### src/rtl/adbg_or1k_status_cmd.sv
// JTAG-side command front end for the OR1K CPU-control sub-module: deserialises
// command frames, decodes internal-register writes/selects and serialises status.
module adbg_or1k_status_cmd #(
  parameter int STATUS_LEN = 2,
  parameter int OPC_LEN    = 4,
  parameter int CMD_LEN    = 1 + OPC_LEN + 1 + STATUS_LEN
) (
  input  logic                  tck_i,
  input  logic                  rstn_i,
  input  logic                  module_select_i,
  input  logic                  capture_dr_i,
  input  logic                  shift_dr_i,
  input  logic                  update_dr_i,
  input  logic                  tdi_i,
  output logic                  tdo_o,
  input  logic [STATUS_LEN-1:0] ctrl_reg_i,
  output logic                  ctrl_we_o,
  output logic [STATUS_LEN-1:0] ctrl_data_o,
  output logic                  reg_sel_o,
  output logic                  err_o
);

  localparam int CNT_W = 4;
  localparam logic [CNT_W-1:0] CNT_MAX   = '1;
  localparam logic [CNT_W-1:0] FRAME_CNT = CNT_W'(CMD_LEN);

  localparam logic [OPC_LEN-1:0] OPC_NOP      = OPC_LEN'(0);
  localparam logic [OPC_LEN-1:0] OPC_IREG_WR  = OPC_LEN'(9);
  localparam logic [OPC_LEN-1:0] OPC_IREG_SEL = OPC_LEN'(13);

  typedef enum logic [1:0] {
    IDLE   = 2'd0,
    SHIFT  = 2'd1,
    DECODE = 2'd2
  } state_t;

  state_t                  state_q, state_d;
  logic [CMD_LEN-1:0]      in_sr_q, in_sr_d;
  logic [CMD_LEN-1:0]      out_sr_q, out_sr_d;
  logic [CNT_W-1:0]        bit_cnt_q, bit_cnt_d;
  logic                    ctrl_we_q, ctrl_we_d;
  logic [STATUS_LEN-1:0]   ctrl_data_q, ctrl_data_d;
  logic                    reg_sel_q, reg_sel_d;
  logic                    err_q, err_d;

  logic                    cmd_flag;
  logic [OPC_LEN-1:0]      opcode;
  logic                    reg_idx;
  logic [STATUS_LEN-1:0]   wr_data;

  assign cmd_flag = in_sr_q[CMD_LEN-1];
  assign opcode   = in_sr_q[CMD_LEN-2 -: OPC_LEN];
  assign reg_idx  = in_sr_q[STATUS_LEN];
  assign wr_data  = in_sr_q[STATUS_LEN-1:0];

  always_comb begin
    state_d     = state_q;
    in_sr_d     = in_sr_q;
    out_sr_d    = out_sr_q;
    bit_cnt_d   = bit_cnt_q;
    ctrl_we_d   = 1'b0;
    ctrl_data_d = ctrl_data_q;
    reg_sel_d   = reg_sel_q;
    err_d       = err_q;

    if (!module_select_i) begin
      state_d = IDLE;
    end else if (capture_dr_i) begin
      // Only register 0 has a readable value; other selections read back zeros.
      state_d   = SHIFT;
      bit_cnt_d = '0;
      out_sr_d  = reg_sel_q ? '0 : {{(CMD_LEN-STATUS_LEN){1'b0}}, ctrl_reg_i};
    end else begin
      case (state_q)
        SHIFT: begin
          if (update_dr_i) begin
            state_d = DECODE;
          end else if (shift_dr_i) begin
            in_sr_d  = {tdi_i, in_sr_q[CMD_LEN-1:1]};
            out_sr_d = {1'b0, out_sr_q[CMD_LEN-1:1]};
            if (bit_cnt_q != CNT_MAX) bit_cnt_d = bit_cnt_q + 1'b1;
          end
        end
        DECODE: begin
          state_d = IDLE;
          if (bit_cnt_q != FRAME_CNT) begin
            err_d = 1'b1;
          end else if (cmd_flag) begin
            // A frame with the command flag clear is a pure read and leaves err alone.
            case (opcode)
              OPC_NOP: err_d = 1'b0;
              OPC_IREG_WR: begin
                if (!reg_idx) begin
                  ctrl_we_d   = 1'b1;
                  ctrl_data_d = wr_data;
                  err_d       = 1'b0;
                end else begin
                  err_d = 1'b1;
                end
              end
              OPC_IREG_SEL: begin
                reg_sel_d = reg_idx;
                err_d     = 1'b0;
              end
              default: err_d = 1'b1;
            endcase
          end
        end
        default: state_d = IDLE;
      endcase
    end
  end

  always_ff @(posedge tck_i or negedge rstn_i) begin
    if (!rstn_i) begin
      state_q     <= IDLE;
      in_sr_q     <= '0;
      out_sr_q    <= '0;
      bit_cnt_q   <= '0;
      ctrl_we_q   <= 1'b0;
      ctrl_data_q <= '0;
      reg_sel_q   <= 1'b0;
      err_q       <= 1'b0;
    end else begin
      state_q     <= state_d;
      in_sr_q     <= in_sr_d;
      out_sr_q    <= out_sr_d;
      bit_cnt_q   <= bit_cnt_d;
      ctrl_we_q   <= ctrl_we_d;
      ctrl_data_q <= ctrl_data_d;
      reg_sel_q   <= reg_sel_d;
      err_q       <= err_d;
    end
  end

  assign tdo_o       = out_sr_q[0] & module_select_i;
  assign ctrl_we_o   = ctrl_we_q;
  assign ctrl_data_o = ctrl_data_q;
  assign reg_sel_o   = reg_sel_q;
  assign err_o       = err_q;

endmodule

### config.mk
export PLATFORM = sky130hd
export DESIGN_NAME = adbg_or1k_status_cmd
export DESIGN_NICKNAME = d
export VERILOG_FILES = /design/src/rtl/adbg_or1k_status_cmd.sv
export SDC_FILE = /design/constraint.sdc
export NUM_CORES = 1
export LEC_CHECK = 0
export BUFFER_PORTS_ARGS = -buffer_cell sky130_fd_sc_hd__clkbuf_2
export CORE_ASPECT_RATIO = 0.75
export CORE_MARGIN = 3
export CORE_UTILIZATION = 45
export DETAILED_ROUTE_END_ITERATION = 10
export PLACE_DENSITY_LB_ADDON = 0.2
export SKIP_CTS_REPAIR_TIMING = 1
export SLEW_MARGIN = 20
export SYNTH_ARGS = -nofsm -noshare
export SYNTH_HDL_FRONTEND = slang
export SYNTH_SLANG_ARGS = --single-unit
### constraint.sdc
create_clock -name tck_i -period 1.6 [get_ports tck_i]
set_clock_uncertainty 0.1 [all_clocks]
set_input_delay 0.16 -clock tck_i [delete_from_list [all_inputs] [get_ports tck_i]]
set_output_delay 0.16 -clock tck_i [all_outputs]
set_load 0.02 [all_outputs]
==> run metrics, run 1 <==
via count 733; share of layout cells above drive strength 1 38.8%; DR WL/cell 14.7 um; Routed Antenna Nets 0; Sw Share 25.2%; R2R cell count 5; critical path class reg -> reg; Worst Hold Class in -> reg; max_slew headroom 64.8%; WP data arrival 1.62 ns; Synth cell types 38; worst path cell trace inv_1 > ha_4 > and3b_2 > nand4_4 > mux2_4; cell area after layout 0.00127 sq mm; R2R Path Start bit_cnt_q[1]; FF+latch count, synth 21; global-route wire length before repair 3370 um; Yosys top cell area share 47.5%; Post-Syn Area 0.00111 sq mm; Worst EP required 1.70 ns; max-slew violation count 0; clock share of power 26.0%; max cap viols 0; post-layout util 59.1%; CTS buffer count 3; endpoint class of the critical path flop; outcome finished, final reports clean; Vias/cell 5.43; Synth area leaders dfrtp_1 (48%), mux2_4 (14%), inv_1 (2.4%), a31oi_1 (2.3%), and4bb_2 (2.3%); Final Cycle Share 95.1%; CP startpoint kind flop; Syn Inst Count 84; Top FF cell, synth dfrtp_1; Net count, final 115; Mapped Avg Cell Area 13.2 sq um; Lkg Pwr 0.646 nW; Skew-Pair Late Insertion Delay 0.30 ns; cell internal pwr 0.000719 W; Crit-path slowest cell dfrtp_1; deepest clock path buffer count 2; routability cong. 0.745; row cnt 14; Initial Utilization 51.3%; largest net degree at the start of global routing 22; All-Layer GR Usage 13.7%; sequential element share of the synthesized area 47.5%; io pins 15; antenna fix cells 0; crit path max fanout 4; Sw Pwr 0.000243 W; Slew @ Worst Pin 0.528 ns; layout overhead on the synthesized area 15.2%; height of the die 48.9 um; Syn. warnings 0; Setup Viol. Count Final 0; async set-reset flop share out of synthesis 100%; cell taking the most area after synthesis dfrtp_1; reg2reg setup slack 0.08 ns; # port buffers 14; hold depth 2; Root Buffer clkbuf_4; filler instances 187; DIE AREA 0.00309 sq mm; DR iter-0 viols 36; CP max stage delay 0.42 ns; FF-to-FF End ctrl_data_o[0]; htree depth 1; clock tree sinks 21; CTS tree yes; Final Hold Vio Count 0; number of synthesized flops with an enable pin 0; fmax 657 MHz; sequential share of power 60.3%; Worst Slack Setup Final 0.0781 ns; VDD IR max 534 uV; Worst Hold End state_q[0]; chip width 63.2 um; pre-CTS WS 0.112 ns; initial antenna violation count 0; combinational share of power 13.7%; power per cell area 755 mW/mm^2; Worst-path clk slew 0.11 ns; syn nets 95; core area 0.00215 sq mm; # DRC 0; Crit. Startpoint bit_cnt_q[1]; min-delay src capture_dr_i; number of global-route vias before repair 696; total gr overflow 0; dpl cell area 0.00121 sq mm; post-route minimum period 1.52 ns; Post-Route WL 1980 um; first-pass iteration count of the detailed router 4; hpwl dp 1450 um
[power groups by stage]
stage          sequential, W  combinational (W)  clock (W)
2_1_floorplan       0.000589          0.0000825          0
3_3_place_gp        0.000589           0.000123          0
3_5_place_dp        0.000590           0.000126          0
4_1_cts             0.000580           0.000127   0.000267
5_1_grt             0.000586           0.000145   0.000284
6_report            0.000580           0.000131   0.000251
[cells in the final DEF, fill, tap and decap left out, types with 2 or more instances in the layout]
cell type       n
a21oi_1         2
a22o_1          2
a31oi_1         4
a32o_1          2
a41o_1          2
and2_1          2
and3_1          2
and4bb_2        2
buf_4           2
clkbuf_2       14
clkbuf_4        3
dfrtp_1        21
dlygate4sd3_1   2
inv_1           6
mux2_4         11
[cell type report]
class / instances / area (sq um) / area share, %
Inverter: 7 / 26.3 / 2.06
Timing Repair Buffer: 18 / 105 / 8.25
Clock buffer: 4 / 26.3 / 2.06
Sequential cell: 21 / 526 / 41.3
Tap cell: 32 / 40.0 / 3.14
Multi-Input combinational cell: 53 / 551 / 43.2
[registers in the layout, indices dropped and copies added, names as in the netlist]
name,count
bit_cnt_q,4
ctrl_we_o,1
in_sr_q,8
err_o,1
ctrl_data_o,2
reg_sel_o,1
state_q,2
out_sr_q,2
[layer usage]
| metal | up-vias | part of all wire [%] | wire length, um | GRT usage [%] |
|---|---|---|---|---|
| li1 | 360 | - | - | - |
| met1 | 358 | 51 | 1020 | 19.9 |
| met2 | 15 | 44 | 864 | 20.7 |
| met3 | 0 | 5.1 | 101 | 4.84 |
| met4 | 0 | 0 | 0 | 1.08 |
| met5 | - | 0 | 0 | 0 |
[cell usage after synthesis, types with 2 or more instances]
master    instances
a21oi_1           2
a22o_1            2
a31oi_1           4
a32o_1            2
a41o_1            2
and2_1            2
and3_1            2
and4bb_2          2
dfrtp_1          21
ha_1              2
inv_1             7
mux2_4           10
[stage by stage]
stage / cells / TNS [ns] / total power [W] / hold WS [ns]
2_1_floorplan: 84 / 0 / 0.000672 / -0.236
3_3_place_gp: 129 / 0 / 0.000713 / 0.0538
3_5_place_dp: 129 / 0 / 0.000716 / 0.0624
4_1_cts: 133 / 0 / 0.000974 / -0.279
5_1_grt: 135 / -0.00304 / 0.00102 / 0.0709
6_report: 135 / 0 / 0.000962 / 0.0677
[cells by family after synthesis]
logic type / after synthesis / synth area share [%]
muxes: 11 / 14.6
DFF: 21 / 47.5
AOI/OAI and AO/OA: 18 / 12.4
buffers and inverters: 10 / 4.19
and+or+nand+nor: 22 / 19.0
adders and majority gates: 2 / 2.26
[worst max-delay path by stage]
stage | depth (start not counted) | to
finish | 5 | ctrl_data_o[0]
global route | 5 | reg_sel_o
CTS | 5 | reg_sel_o
detailed placement | 5 | reg_sel_o
global placement | 5 | reg_sel_o
floorplan | 5 | reg_sel_o
[worst max-delay path, delay by kind of cell (launching register included)]
| kind | cells | cell delay [ns] |
|---|---|---|
| mux | 1 | 0.31 |
| simple gates | 2 | 0.35 |
| flops | 1 | 0.42 |
| fa+ha+maj | 1 | 0.13 |
| buf+inv | 1 | 0.11 |
Note: power is estimated with default switching activity, not from simulation.
==> inputs of run 2 (changes only) <==
- CORE_ASPECT_RATIO: 0.75 -> 1.75
==> run 2 against run 1 <==
  * Sequential share of layout area shrank 0.24 points
  * Count of clock-buffer cells in the layout fell by 1
  * Wire length rose by 1.1%
  * Flip-flop and latch count stayed put
  * Clock power rose by 38%
  * Hold slack got worse by 0.025 ns
  * Critical path depth unchanged
  * Via count unchanged
  * Non-clock buffer count up 2
==> run metrics, run 2 (synthesis results as in run 1) <==
largest net degree at the start of global routing 22 (unchanged); # port buffers 14 (unchanged); layout overhead on the synthesized area 15.8%; DR iter-0 viols 7 (-81%); Slew @ Worst Pin 0.518 ns (-0.00923 ns); placed cells 124 (-3.9%); hpwl dp 1510 um (+4.4%); DR WL/cell 15.4 um (+5.0%); total gr overflow 0 (unchanged); Worst Hold Class in -> reg; VDD IR max 774 uV (+45%); Routed Antenna Nets 0 (unchanged); antenna fix cells 0 (unchanged); RSZ-0062 raised after global routing false; Overall Power 0.00106 W (+10%); share of layout cells above drive strength 1 39.0% (+0.21 points); chip width 43.5 um (-31%); Net count, final 117 (+1.7%); cell internal pwr 0.000798 W (+11%); Initial Utilization 48.0% (-3.3 points); deepest clock path buffer count 2 (unchanged); CTS tree yes; via count 733 (unchanged); height of the die 71.6 um (+46%); Vias/cell 5.64 (+3.8%); Post-Route Setup TNS 0 ns (unchanged); outcome finished, final reports clean; power per cell area 828 mW/mm^2 (+9.7%); worst path cell trace inv_1 > ha_1 > and3b_2 > nand4_1 > mux2_1; fmax 654 MHz (-0.40%); sequential share of power 54.3% (-6.0 points); non-filler instance count after layout 130 (-3.7%); max_slew headroom 65.4% (+0.62 points); core area 0.00230 sq mm (+6.9%); Sw Pwr 0.000263 W (+8.4%); Final Cycle Share 95.5% (+0.39 points); clock share of power 32.7% (+6.7 points); Lkg Pwr 0.665 nW (+2.8%); crit path max fanout 4 (unchanged); DIE AREA 0.00311 sq mm (+0.56%); Setup Viol. Count Final 0 (unchanged); Worst EP required 1.64 ns (-0.06 ns); max cap viols 0 (unchanged); # DRC 0 (unchanged); row cnt 23 (+9); max reg flops 8 (unchanged); max-slew violation count 0 (unchanged); clock tree sinks 21 (unchanged); Root Buffer clkbuf_8; Final Hold Vio Count 0 (unchanged); WHS 0.0423 ns (-0.0255 ns); Worst-path clk slew 0.08 ns (-0.03 ns); Sw Share 24.8% (-0.44 points); global-route wire length before repair 3510 um (+4.1%); htree depth 1 (unchanged); cell area after layout 0.00128 sq mm (+0.59%); Skew-Pair Late Insertion Delay 0.26 ns (-0.04 ns); CP max stage delay 0.39 ns (-0.03 ns); most frequent cells in the layout dfrtp_1 (21), clkbuf_2 (14), mux2_4 (10); All-Layer GR Usage 14.7% (+0.98 points); CP startpoint kind flop; number of global-route vias before repair 740 (+6.3%); endpoint class of the critical path flop; WP data arrival 1.57 ns (-0.05 ns); filler instances 209 (+12%); critical path class reg -> reg; Top reg by flops in_sr_q; post-route minimum period 1.53 ns (+0.00616 ns); Crit-path slowest cell dfrtp_1; CTS buffer count 3 (unchanged); biggest regs in_sr_q x8, bit_cnt_q x4; initial antenna violation count 0 (unchanged); routability cong. 0.782 (+5.0%); commonest non-fill, non-tap cell in the layout dfrtp_1; first-pass iteration count of the detailed router 2 (-2); combinational share of power 13.0% (-0.7 points); dpl cell area 0.00122 sq mm (+0.52%); io pins 15 (unchanged); Post-Route WL 2010 um (+1.1%)
==> run 2: changes by cell type in the layout (fill, tap and decap cells not counted), sizes merged <==
| cell | change |
|---|---|
| buf | +3 |
| clkbuf | -1 |
| clkinv | +1 |
| dlygate4sd3 | -1 |
==> run 2: path summary, 6_finish.rpt <==
path / start / to / slack [ns] / cells past startpoint
hold reg to reg: out_sr_q[1] / out_sr_q[1] / 0.40 / 1
setup reg to reg: bit_cnt_q[0] / reg_sel_o / 0.07 / 5
hold / removal: tdi_i / in_sr_q[7] / 0.04 / 2
setup / recovery: bit_cnt_q[0] / reg_sel_o / 0.07 / 5
min in group asynchronous: rstn_i / bit_cnt_q[2] / 0.29 / 2
max in group asynchronous: rstn_i / ctrl_data_o[0] / 0.75 / 2
==> run 2: per-layer routing <==
| metal | wire [um] | vias to the layer above | GRT usage (%) | part of all wire, % |
|---|---|---|---|---|
| met5 | 0 | - | 0 | 0 |
| met3 | 48 | 4 | 0.754 | 2.4 |
| li1 | - | 359 | - | - |
| met1 | 874 | 361 | 19.6 | 44 |
| met2 | 1040 | 9 | 24.1 | 52 |
| met4 | 39 | 0 | 7.05 | 1.9 |
==> run 2: layout make-up <==
| class | count | area (sq um) | area share (%) |
|---|---|---|---|
| Sequential cell | 21 | 526 | 41.0 |
| Tap cell | 25 | 31.3 | 2.44 |
| Multi-Input combinational cell | 53 | 534 | 41.7 |
| Inverter | 7 | 26.3 | 2.05 |
| Timing Repair Buffer | 20 | 118 | 9.18 |
| Clock buffer | 3 | 41.3 | 3.22 |
| Clock inverter | 1 | 5.00 | 0.391 |
==> run 2: per-stage QoR <==
step	util, %	worst slack [ns]
5_1_grt	55.7	0.00142
6_report	55.7	0.0719
3_5_place_dp	52.9	0.0850
3_3_place_gp	52.9	0.0933
4_1_cts	54.9	0.0652
2_1_floorplan	-	0.172
==> run 2: power by group through the flow <==
stage,Clock (W),Combinational [W],Sequential (W)
CTS,0.000353,0.000138,0.000576
global route,0.000381,0.000154,0.000579
floorplan,0,0.0000825,0.000589
finish,0.000347,0.000138,0.000576
detailed placement,0,0.000138,0.000587
global placement,0,0.000136,0.000585
==> run 2: worst max-delay path: cells and delay by family, from the launching register on <==
family,cells,cell delay [ns]
flip-flops,1,0.39
AND/OR/NAND/NOR,2,0.34
multiplexers,1,0.32
adder cells (fa/ha/maj),1,0.18
buffers and inverters,1,0.07
